===== config.mk =====
export PLATFORM = sky130hd
export DESIGN_NAME = gf_mult_seq_ctrl
export DESIGN_NICKNAME = d
export VERILOG_FILES = /design/src/rtl/gf_mult_seq_ctrl.sv
export SDC_FILE = /design/constraint.sdc
export NUM_CORES = 1
export LEC_CHECK = 0
export ABC_CLOCK_PERIOD_IN_PS = 1770
export CAP_MARGIN = 20
export CORE_MARGIN = 2
export CORE_UTILIZATION = 40
export DETAILED_ROUTE_END_ITERATION = 6
export PLACE_DENSITY = 0.8
export SKIP_CTS_REPAIR_TIMING = 1
export SLEW_MARGIN = 20
export SYNTH_ARGS = -nofsm -noshare
export SYNTH_HDL_FRONTEND = slang
export SYNTH_SLANG_ARGS = --single-unit

===== constraint.sdc =====
create_clock -name clk -period 1.77 [get_ports clk]
set_input_delay 0.2655 -clock clk [delete_from_list [all_inputs] [get_ports clk]]
set_output_delay 0.2655 -clock clk [all_outputs]
set_load 0.02 [all_outputs]

===== src/rtl/gf_mult_seq_ctrl.sv =====
// rtl/gf_mult_seq_ctrl.sv - sequencer for a digit-serial systolic GF(2^M) multiplier array
module gf_mult_seq_ctrl #(
    parameter int M       = 16,
    parameter int D       = 4,
    parameter int ARR_LAT = 4
) (
    input  logic         clk,
    input  logic         rst,
    input  logic         in_valid,
    output logic         in_ready,
    input  logic [M-1:0] a_in,
    input  logic [M-1:0] b_in,
    input  logic [M-1:0] g_in,
    output logic [M-1:0] arr_a,
    output logic [M-1:0] arr_g,
    output logic [D-1:0] arr_b,
    output logic         arr_t,
    output logic         arr_en,
    input  logic [M-1:0] arr_p,
    output logic         out_valid,
    input  logic         out_ready,
    output logic [M-1:0] p_out,
    output logic         busy
);
    localparam int N  = M / D;
    localparam int CW = (N > 1) ? $clog2(N) : 1;
    localparam int LW = (ARR_LAT > 1) ? $clog2(ARR_LAT) : 1;
    localparam logic [CW-1:0] DIG_LAST = CW'(N - 1);
    localparam logic [LW-1:0] LAT_LAST = LW'(ARR_LAT - 1);

    generate
        if (M % D != 0) begin : g_bad_digit
            $error("gf_mult_seq_ctrl: M must be a multiple of D");
        end
        if (ARR_LAT < 1) begin : g_bad_lat
            $error("gf_mult_seq_ctrl: ARR_LAT must be at least 1");
        end
    endgenerate

    typedef enum logic [1:0] {
        S_IDLE  = 2'd0,
        S_FEED  = 2'd1,
        S_DRAIN = 2'd2,
        S_DONE  = 2'd3
    } state_t;

    state_t        state_q, state_d;
    logic [M-1:0]  a_q, a_d;
    logic [M-1:0]  b_q, b_d;
    logic [M-1:0]  g_q, g_d;
    logic [M-1:0]  p_q, p_d;
    logic [CW-1:0] dig_cnt_q, dig_cnt_d;
    logic [LW-1:0] lat_cnt_q, lat_cnt_d;
    logic          accept;

    always_ff @(posedge clk) begin
        if (rst) begin
            state_q <= S_IDLE;
        end else begin
            state_q <= state_d;
        end
    end

    always_comb begin
        state_d = state_q;
        case (state_q)
            S_IDLE:  if (in_valid) state_d = S_FEED;
            S_FEED:  if (dig_cnt_q == DIG_LAST) state_d = S_DRAIN;
            S_DRAIN: if (lat_cnt_q == LAT_LAST) state_d = S_DONE;
            S_DONE:  if (out_ready) state_d = in_valid ? S_FEED : S_IDLE;
            default: state_d = S_IDLE;
        endcase
    end

    // MSB digit first: digit k sits at b_q[M-1-k*D -: D]
    always_comb begin
        in_ready  = 1'b0;
        out_valid = 1'b0;
        arr_en    = 1'b0;
        arr_t     = 1'b0;
        arr_b     = '0;
        busy      = 1'b1;
        case (state_q)
            S_IDLE: begin
                in_ready = 1'b1;
                busy     = 1'b0;
            end
            S_FEED: begin
                arr_en = 1'b1;
                arr_t  = (dig_cnt_q == '0);
                arr_b  = b_q[M-1-int'(dig_cnt_q)*D -: D];
            end
            S_DONE: begin
                out_valid = 1'b1;
                in_ready  = out_ready;
            end
            default: ;
        endcase
    end

    assign accept = in_valid && in_ready;

    always_comb begin
        a_d       = a_q;
        b_d       = b_q;
        g_d       = g_q;
        p_d       = p_q;
        dig_cnt_d = dig_cnt_q;
        lat_cnt_d = lat_cnt_q;
        if (state_q == S_FEED) begin
            dig_cnt_d = dig_cnt_q + 1'b1;
            if (dig_cnt_q == DIG_LAST) lat_cnt_d = '0;
        end
        if (state_q == S_DRAIN) begin
            lat_cnt_d = lat_cnt_q + 1'b1;
            if (lat_cnt_q == LAT_LAST) p_d = arr_p;
        end
        if (accept) begin
            a_d       = a_in;
            b_d       = b_in;
            g_d       = g_in;
            dig_cnt_d = '0;
        end
    end

    always_ff @(posedge clk) begin
        if (rst) begin
            a_q       <= '0;
            b_q       <= '0;
            g_q       <= '0;
            p_q       <= '0;
            dig_cnt_q <= '0;
            lat_cnt_q <= '0;
        end else begin
            a_q       <= a_d;
            b_q       <= b_d;
            g_q       <= g_d;
            p_q       <= p_d;
            dig_cnt_q <= dig_cnt_d;
            lat_cnt_q <= lat_cnt_d;
        end
    end

    assign arr_a = a_q;
    assign arr_g = g_q;
    assign p_out = p_q;

endmodule


### Word-level counts from Yosys, hierarchy flattened

Index checks and enable logic that the tools add are counted.

| word-level totals | value |
|---|---|
| register bits after elaboration | 70 |
| word-level logic and storage cells | 44 |

| cells by class | value |
|---|---|
| add/sub/neg operators | 3 |
| eq/ne operators | 9 |
| shifts and indexed selects | 1 |
| muxes and demuxes | 15 |
| reductions and logical operators | 9 |

Operators with widths:

| cell | count |
|---|---|
| variable part select 19 x 5 -> 4 bit | 1 |
| 2-to-1 mux 2 bit | 7 |
| equality test 2 bit (second input constant) | 4 |
| one-hot mux 2 bit (4 select lines) | 1 |
| 2-to-1 mux 1 bit | 5 |
| subtractor 4 x 4 -> 5 bit (first input constant) | 1 |
| adder 2 x 1 -> 2 bit (second input constant) | 2 |
| logical NOT 2 bit | 2 |
| 2-to-1 mux 4 bit | 1 |
| != test 2 x 1 -> 1 bit (second input constant) | 2 |
| != test 2 bit (second input constant) | 2 |
| AND reduction 2 bit | 2 |
| AND reduction 4 bit | 1 |
| nonzero test 2 bit | 2 |
| equality test 2 x 1 -> 1 bit (second input constant) | 1 |
| one-hot mux 1 bit (2 select lines) | 1 |
| OR reduction 2 bit | 1 |
| logical AND 1 bit | 1 |

### Depth between registers and ports, before layout

Gate-level depths: netlist of run 1.

| depth | value |
|---|---|
| word-level depth | 4 |
| mapped depth | 8 |

### Least setup slack after synthesis of run 1

No wires, ideal clock.

| timing | value |
|---|---|
| kind | register -> register |
| start | register state_q[1] |
| end | register state_q[0] |
| arrival | 1.515 ns |
| data required time | 1.683 ns |
| path slack | 0.168 ns |
| cell stages (with the launch flop) | 8 |
| path buffers | 1 |
| clock period less this slack | 1.602 ns |
| path through | dfxtp_1 inv_1 ha_1 buf_6 nand2b_1 o2111ai_1 or3_1 o31ai_1 |

| between the ends | value |
|---|---|
| longest elaborated chain between the ends | 3 |
| elaborated cells between the ends (all ways) | 10 |
| those cells by class | eq/ne (7); mux (1); reduce/logical (2) |

Ends and longest elaborated chain:

| item | RTL line | text |
|---|---|---|
| start, declared | 47 | `state_t state_q, state_d;` |
| start signal, assigned | 60 | `state_q <= state_d;` |
| equality test 2 bit, or another cell as far along | 66 | `case (state_q)` |
| != test 2 x 1 -> 1 bit (no line) or != test 2 bit (tied branches) | -- |  |
| AND reduction 4 bit (no line) | -- |  |

Parallel ways exist; a longest one is shown, timed or not.
A chain may end at the register's enable or synchronous reset.

### Worst setup path after layout of run 1

| timing | value |
|---|---|
| start | register dig_cnt_q[0] |
| end | output port arr_b[1] |

| between the ends | value |
|---|---|
| longest elaborated chain between the ends | 3 |

Ends and longest elaborated chain:

| item | RTL line | text |
|---|---|---|
| start, declared | 52 | `logic [CW-1:0] dig_cnt_q, dig_cnt_d;` |
| start signal, assigned | 139 | `dig_cnt_q <= dig_cnt_d;` |
| subtractor 4 x 4 -> 5 bit | 91 | `arr_b = b_q[M-1-int'(dig_cnt_q)*D -: D];` |
| variable part select 19 x 5 -> 4 bit | 91 |  |
| 2-to-1 mux 4 bit | 83 | `case (state_q)` |
| end, declared | 16 | `output logic [D-1:0] arr_b,` |

Every way passes these cells.

==> results of run 1 <==
## metrics by stage
stage                     instances  hold WS, ps  total power, mW  instance area, um2  utilization (%)
after CTS                       562          447             5.95                4410             63.8
after global placement          546          440             4.58                4210             60.9
final                           563          453             5.94                4440             64.3
after detailed placement        546          446             4.64                4210             60.9
after floorplan                 336          401             3.74                2890                -
after global routing            563          468             6.31                4440             64.3
## worst max-delay path, delay by kind of cell (launching register included)
family	cells	cell delay (ps)
flip-flops	1	390
buffers and inverters	2	270
AND/OR/NAND/NOR	1	160
multiplexers	1	470
## cell type report
cell class              count  area, um2
fillers                   647       2470
repair buffers            139       1410
flip-flops and latches     70       1410
multi-input cells         236       1280
clock buffers              11        141
well taps                  96        120
clock inverters             5       57.6
inverters                   6       22.5
## registers in the layout, indices dropped and copies added (netlist names)
| name | flops |
|---|---|
| dig_cnt_q | 2 |
| b_q | 16 |
| state_q | 2 |
| p_out | 16 |
| arr_a | 16 |
| arr_g | 16 |
| lat_cnt_q | 2 |
## layer usage
layer / routed length, um / vias up
met5: 0 / -
met4: 159 / 0
met3: 528 / 15
met2: 3610 / 86
met1: 3160 / 1219
li1: - / 1340
## logic make-up after synthesis
kind of cell    count (synthesis)
flops                          70
mux                             6
compound gates                 72
fa+ha+maj                       8
buf+inv                        30
simple gates                  149
xor+xnor                        1
## power breakdown
part	switching, mW	internal (mW)	leakage (nW)
clock network	0.591	0.693	0.104
logic	1.33	1.26	1.02
registers	0.173	1.89	0.572
total	2.10	3.84	1.70
## cells in the mapped netlist
master,instances
buf_12,2
mux2i_1,2
a21oi_2,11
o21ai_0,1
nor2_1,4
inv_1,6
o31ai_1,1
dfxtp_1,70
mux4_1,3
nand2_1,130
xnor2_1,1
buf_6,3
nor3_2,2
nand3_2,1
buf_4,3
a21oi_1,56
buf_8,4
or3_1,1
ha_1,8
and2_2,1
a21o_1,1
a32oi_1,1
o2111ai_1,1
clkbuf_1,9
clkbuf_2,1
and3_4,1
buf_2,2
nand2b_1,2
or2b_1,1
mux4_2,1
and2_1,6
## worst min-delay path by stage
stage	start	to	slack [ps]	cells after the start
finish	arr_g[10]	arr_g[10]	450	2
global route	arr_p[15]	p_out[15]	470	3
CTS	rst	state_q[1]	450	2
detailed placement	p_out[9]	p_out[9]	450	2
global placement	b_q[3]	b_q[3]	440	2
floorplan	b_in[0]	b_q[0]	400	2
==> impl_results.md, run 1 <==
* Syn_nets at 412
* Met3 usage at 5.54%
* Clk buf depth at 2
* Critical path data arrival time at 1630 ps
* Setup WS pre-CTS at -265 ps
* Largest net degree at the start of global routing at 49
* Most common cell after layout, fill and taps aside: nand2_1
* Final WL at 7450 um
* Syn-to-layout area delta at 53.7%
* Synth top area cells: dfxtp_1 49%, nand2_1 17%, a21oi_1 9.7%
* Post-DP HPWL at 5380 um
* Main combinational cell family by area after synthesis: simple AND/OR/NAND/NOR gates
* # nets final at 538
* Maxcap violations at 0
* WL per Instance at 13.2 um
* Leak at 1.70 nW
* Seq/Total Area, Yosys at 48.5%
* Root buf cell: clkbuf_8
* CTS Buf Count at 9
* Critical Path Start: dig_cnt_q[0]
* Final Hold Fails at 0
* GRT Total Usage at 19.2%
* Busiest grt layer: met2
* Pins Over Slew Limit at 0
* Worst skew pair latency at 340 ps
* Overflow after GRT at 0
* TritonRoute pass-1 iters at 4
* Layout cells sized above 1 at 13.9%
* Starting Density at 41.8%
* Worst vdd ir at 0.996 mV
* Post-synthesis simple-gate area fraction at 21.3%
* DRT antenna net count at 0
* Failing checks: negative setup slack
* Clock sinks at 70
* Final setup margin at -129 ps
* Status: finished, violations left
* Clk slew on worst S/H paths at 80 ps
* I/O pins at 125
* Yosys warnings at 0
* Relative slew slack at 52.7%
* Fin crit share at 107%
* Actual slew at the worst max-slew pin at 710 ps
* ANT cells at 0
* Setup TNS at -258 ps
* Cells after Synth at 336
* Die area at 0.00792 mm2
* Vias in the first global route at 2647
* Mux share of post-synthesis cell area at 4.20%
* Synth cell types at 31
* F_max at 526 MHz
* Grt met2 use at 32.8%
* First-pass GRT wire length at 11700 um
* H-tree depth at 3
* Syn avg cell area at 8.60 um2
* Largest stage delay, worst path at 470 ps
* Placement Rows at 30
* Drt drc at 0
* Hold Crit Class: flip-flop to flip-flop
* Worst EP required at 1500 ps
* R2R setup slack at 140 ps
* Vias at 2660
* Die Width at 89.0 um
* Area fraction in compound gates after synthesis at 14.3%
* Post-synth top area share at 48.5%
* Most frequent cells in the layout: 130 x nand2_1, 114 x clkdlybuf4s50_1, 66 x dfxtp_1
* Crit path launch type: flip-flop
* Critical path cell sequence: buf_4 > mux4_2 > and2_1 > buf_2
* Final setup viols at 4
* Clock Skews at 13.3 ps
* Worst setup path endpoint: arr_b[1]
* Initial antenna violation count at 0
* Crit end category: primary output
* Vias/cell at 4.72
* Tmin final at 1900 ps
* Drt initial violations at 77
* Die span in y at 89.0 um
* FF+latch count, synth at 70
* Cells on worst reg2reg path at 7
* Post-synthesis xor/xnor area fraction at 0.303%
* Reg2reg start: state_q[0]
* PortBufs at 124
* Met1 usage at 22.2%
* CTS tree: yes
* Mapped Area at 0.00289 mm2
* PD cells at 1340 mW/mm2
* Synthesized-area fraction occupied by adder cells at 3.46%
* RSZ-0062 raised after global routing: yes
* Worst r2r dst: state_q[0]
* Routability-driven placement congestion ratio at 0.769
* Kind of critical path: flip-flop to primary output
* Yosys top cell by area: dfxtp_1
* Core area at 0.00691 mm2
* Crit path max-delay cell type: mux4_2
* Max Fanout on Critical Path at 5
Power figures use the tool's default switching activity.
==> run 2: changes to the inputs <==
- CORE_UTILIZATION: 40 -> 42
- PLACE_DENSITY: 0.8 -> 0.83
==> impl_results.md, run 2 (same netlist as run 1, synthesis figures left out) <==
* Clock Skews at 13.1 ps
* Status: finished, violations left
* Placement Cell Area at 0.00418 mm2
* Fin crit share at 102%
* Die span in y at 86.9 um
* Syn-to-layout area delta at 52.4%
* PD cells at 1360 mW/mm2
* Vias in the first global route at 2636
* First-pass GRT wire length at 11600 um
* Critical path data arrival time at 1550 ps
* RSZ-0062 raised after global routing: yes
* Kind of critical path: flip-flop to primary output
* Internal cell power at 3.89 mW
* Final WL at 7350 um
* Crit end category: primary output
* Hold_ws at 414 ps
* Maxcap violations at 0
* Comb pwr share at 41.7%
* Cell Count, Final, Fillers Out at 547
* CTS tree: yes
* Drt drc at 0
* Root buf cell: clkbuf_8
* Crit path launch type: flip-flop
* Placement Rows at 30
* Worst skew pair latency at 330 ps
* H-tree depth at 3
* # nets final at 538
* CTS Buf Count at 9
* Failing checks: negative setup slack
* Clk slew on worst S/H paths at 80 ps
* Setup WS pre-CTS at -233 ps
* Core area at 0.00672 mm2
* Final setup viols at 4
* WL per Instance at 13.4 um
* Drt initial violations at 88
* Clock sinks at 70
* TritonRoute pass-1 iters at 4
* Hold Crit Class: input pin to flip-flop
* Pins Over Slew Limit at 0
* ANT cells at 0
* Setup TNS at -119 ps
* Critical path cell sequence: mux4_2 > and2_1 > buf_2
* CP bufs+invs at 1
* Final Power at 5.99 mW
* Vias/cell at 4.92
* Vias at 2691
* Clk pwr share at 23.6%
* Leak at 1.67 nW
* Clk buf depth at 2
* Flop pwr share at 34.6%
* Switch Pwr at 2.10 mW
* Initial antenna violation count at 0
* Actual slew at the worst max-slew pin at 556 ps
* CP delay by family, top: multiplexers
* Die Width at 86.9 um
* Switching share of power at 35.1%
* Routability-driven placement congestion ratio at 0.753
* Crit path max-delay cell type: mux4_2
* Max Fanout on Critical Path at 5
* Most frequent cells in the layout: 130 x nand2_1, 114 x clkdlybuf4s50_1, 67 x dfxtp_1
* F_max at 552 MHz
* Dpl cells at 531
* PortBufs at 124
* Layout cells sized above 1 at 13.5%
* Die area at 0.00756 mm2
* Overflow after GRT at 0
* Tmin final at 1810 ps
* Post-route core utilization at 65.5%
* Post-DP HPWL at 5330 um
* Largest stage delay, worst path at 490 ps
* Largest net degree at the start of global routing at 49
* DRT antenna net count at 0
* Relative slew slack at 62.9%
* Final setup margin at -40.8 ps
* Worst EP required at 1500 ps
* Most common cell after layout, fill and taps aside: nand2_1
* Non-Filler Cell Area, Final at 0.00440 mm2
* GRT Total Usage at 19.3%
* Worst vdd ir at 0.559 mV
* Starting Density at 43.0%
* I/O pins at 125
* Final Hold Fails at 0
-- run 2: cell count changes in the layout (fill, tap and decap cells not counted), moves of 2 or more --
cell        before  now
clkinvlp_4       0    2
dfxtp_2          3    1
clkinv_2         2    0
buf_2            2    4
-- run 2: final cells by class --
class / instances / area (um2)
Clock inverter: 6 / 92.6
Timing Repair Buffer: 139 / 1380
Clock buffer: 10 / 128
Multi-Input combinational cell: 236 / 1260
Tap cell: 80 / 100
Fill cell: 575 / 2320
Inverter: 6 / 22.5
Sequential cell: 70 / 1410
-- run 2: power by group through the flow --
stage	Combinational (mW)	Clock, mW	Sequential [mW]
after floorplan	1.48	0	2.26
after global placement	2.48	0	2.06
after detailed placement	2.53	0	2.08
after CTS	2.54	1.45	2.05
after global routing	2.73	1.52	2.11
final	2.50	1.41	2.07
-- run 2: worst paths after layout --
| path | from | endpoint | slack (ps) | cells past startpoint |
|---|---|---|---|---|
| max | dig_cnt_q[0] | arr_b[1] | -40 | 3 |
| min | rst | state_q[1] | 410 | 2 |
| max reg2reg | state_q[0] | state_q[0] | 130 | 7 |
| min reg2reg | arr_g[12] | arr_g[12] | 460 | 2 |
-- run 2: per-layer routing --
layer  GRT usage (%)  share of wire [%]  up-vias
li1                -                  -     1337
met1            22.6                 42     1253
met2            32.8                 50       90
met3            4.74                6.7       11
met4            9.52                2.0        0
met5               0                  0        -
-- run 2: worst register-to-register path: cells and delay by family, from the launching register on --
kind | cells | cell delay (ps)
simple gates | 2 | 490
flops | 1 | 370
buf+inv | 2 | 200
compound gates | 2 | 240
fa+ha+maj | 1 | 250
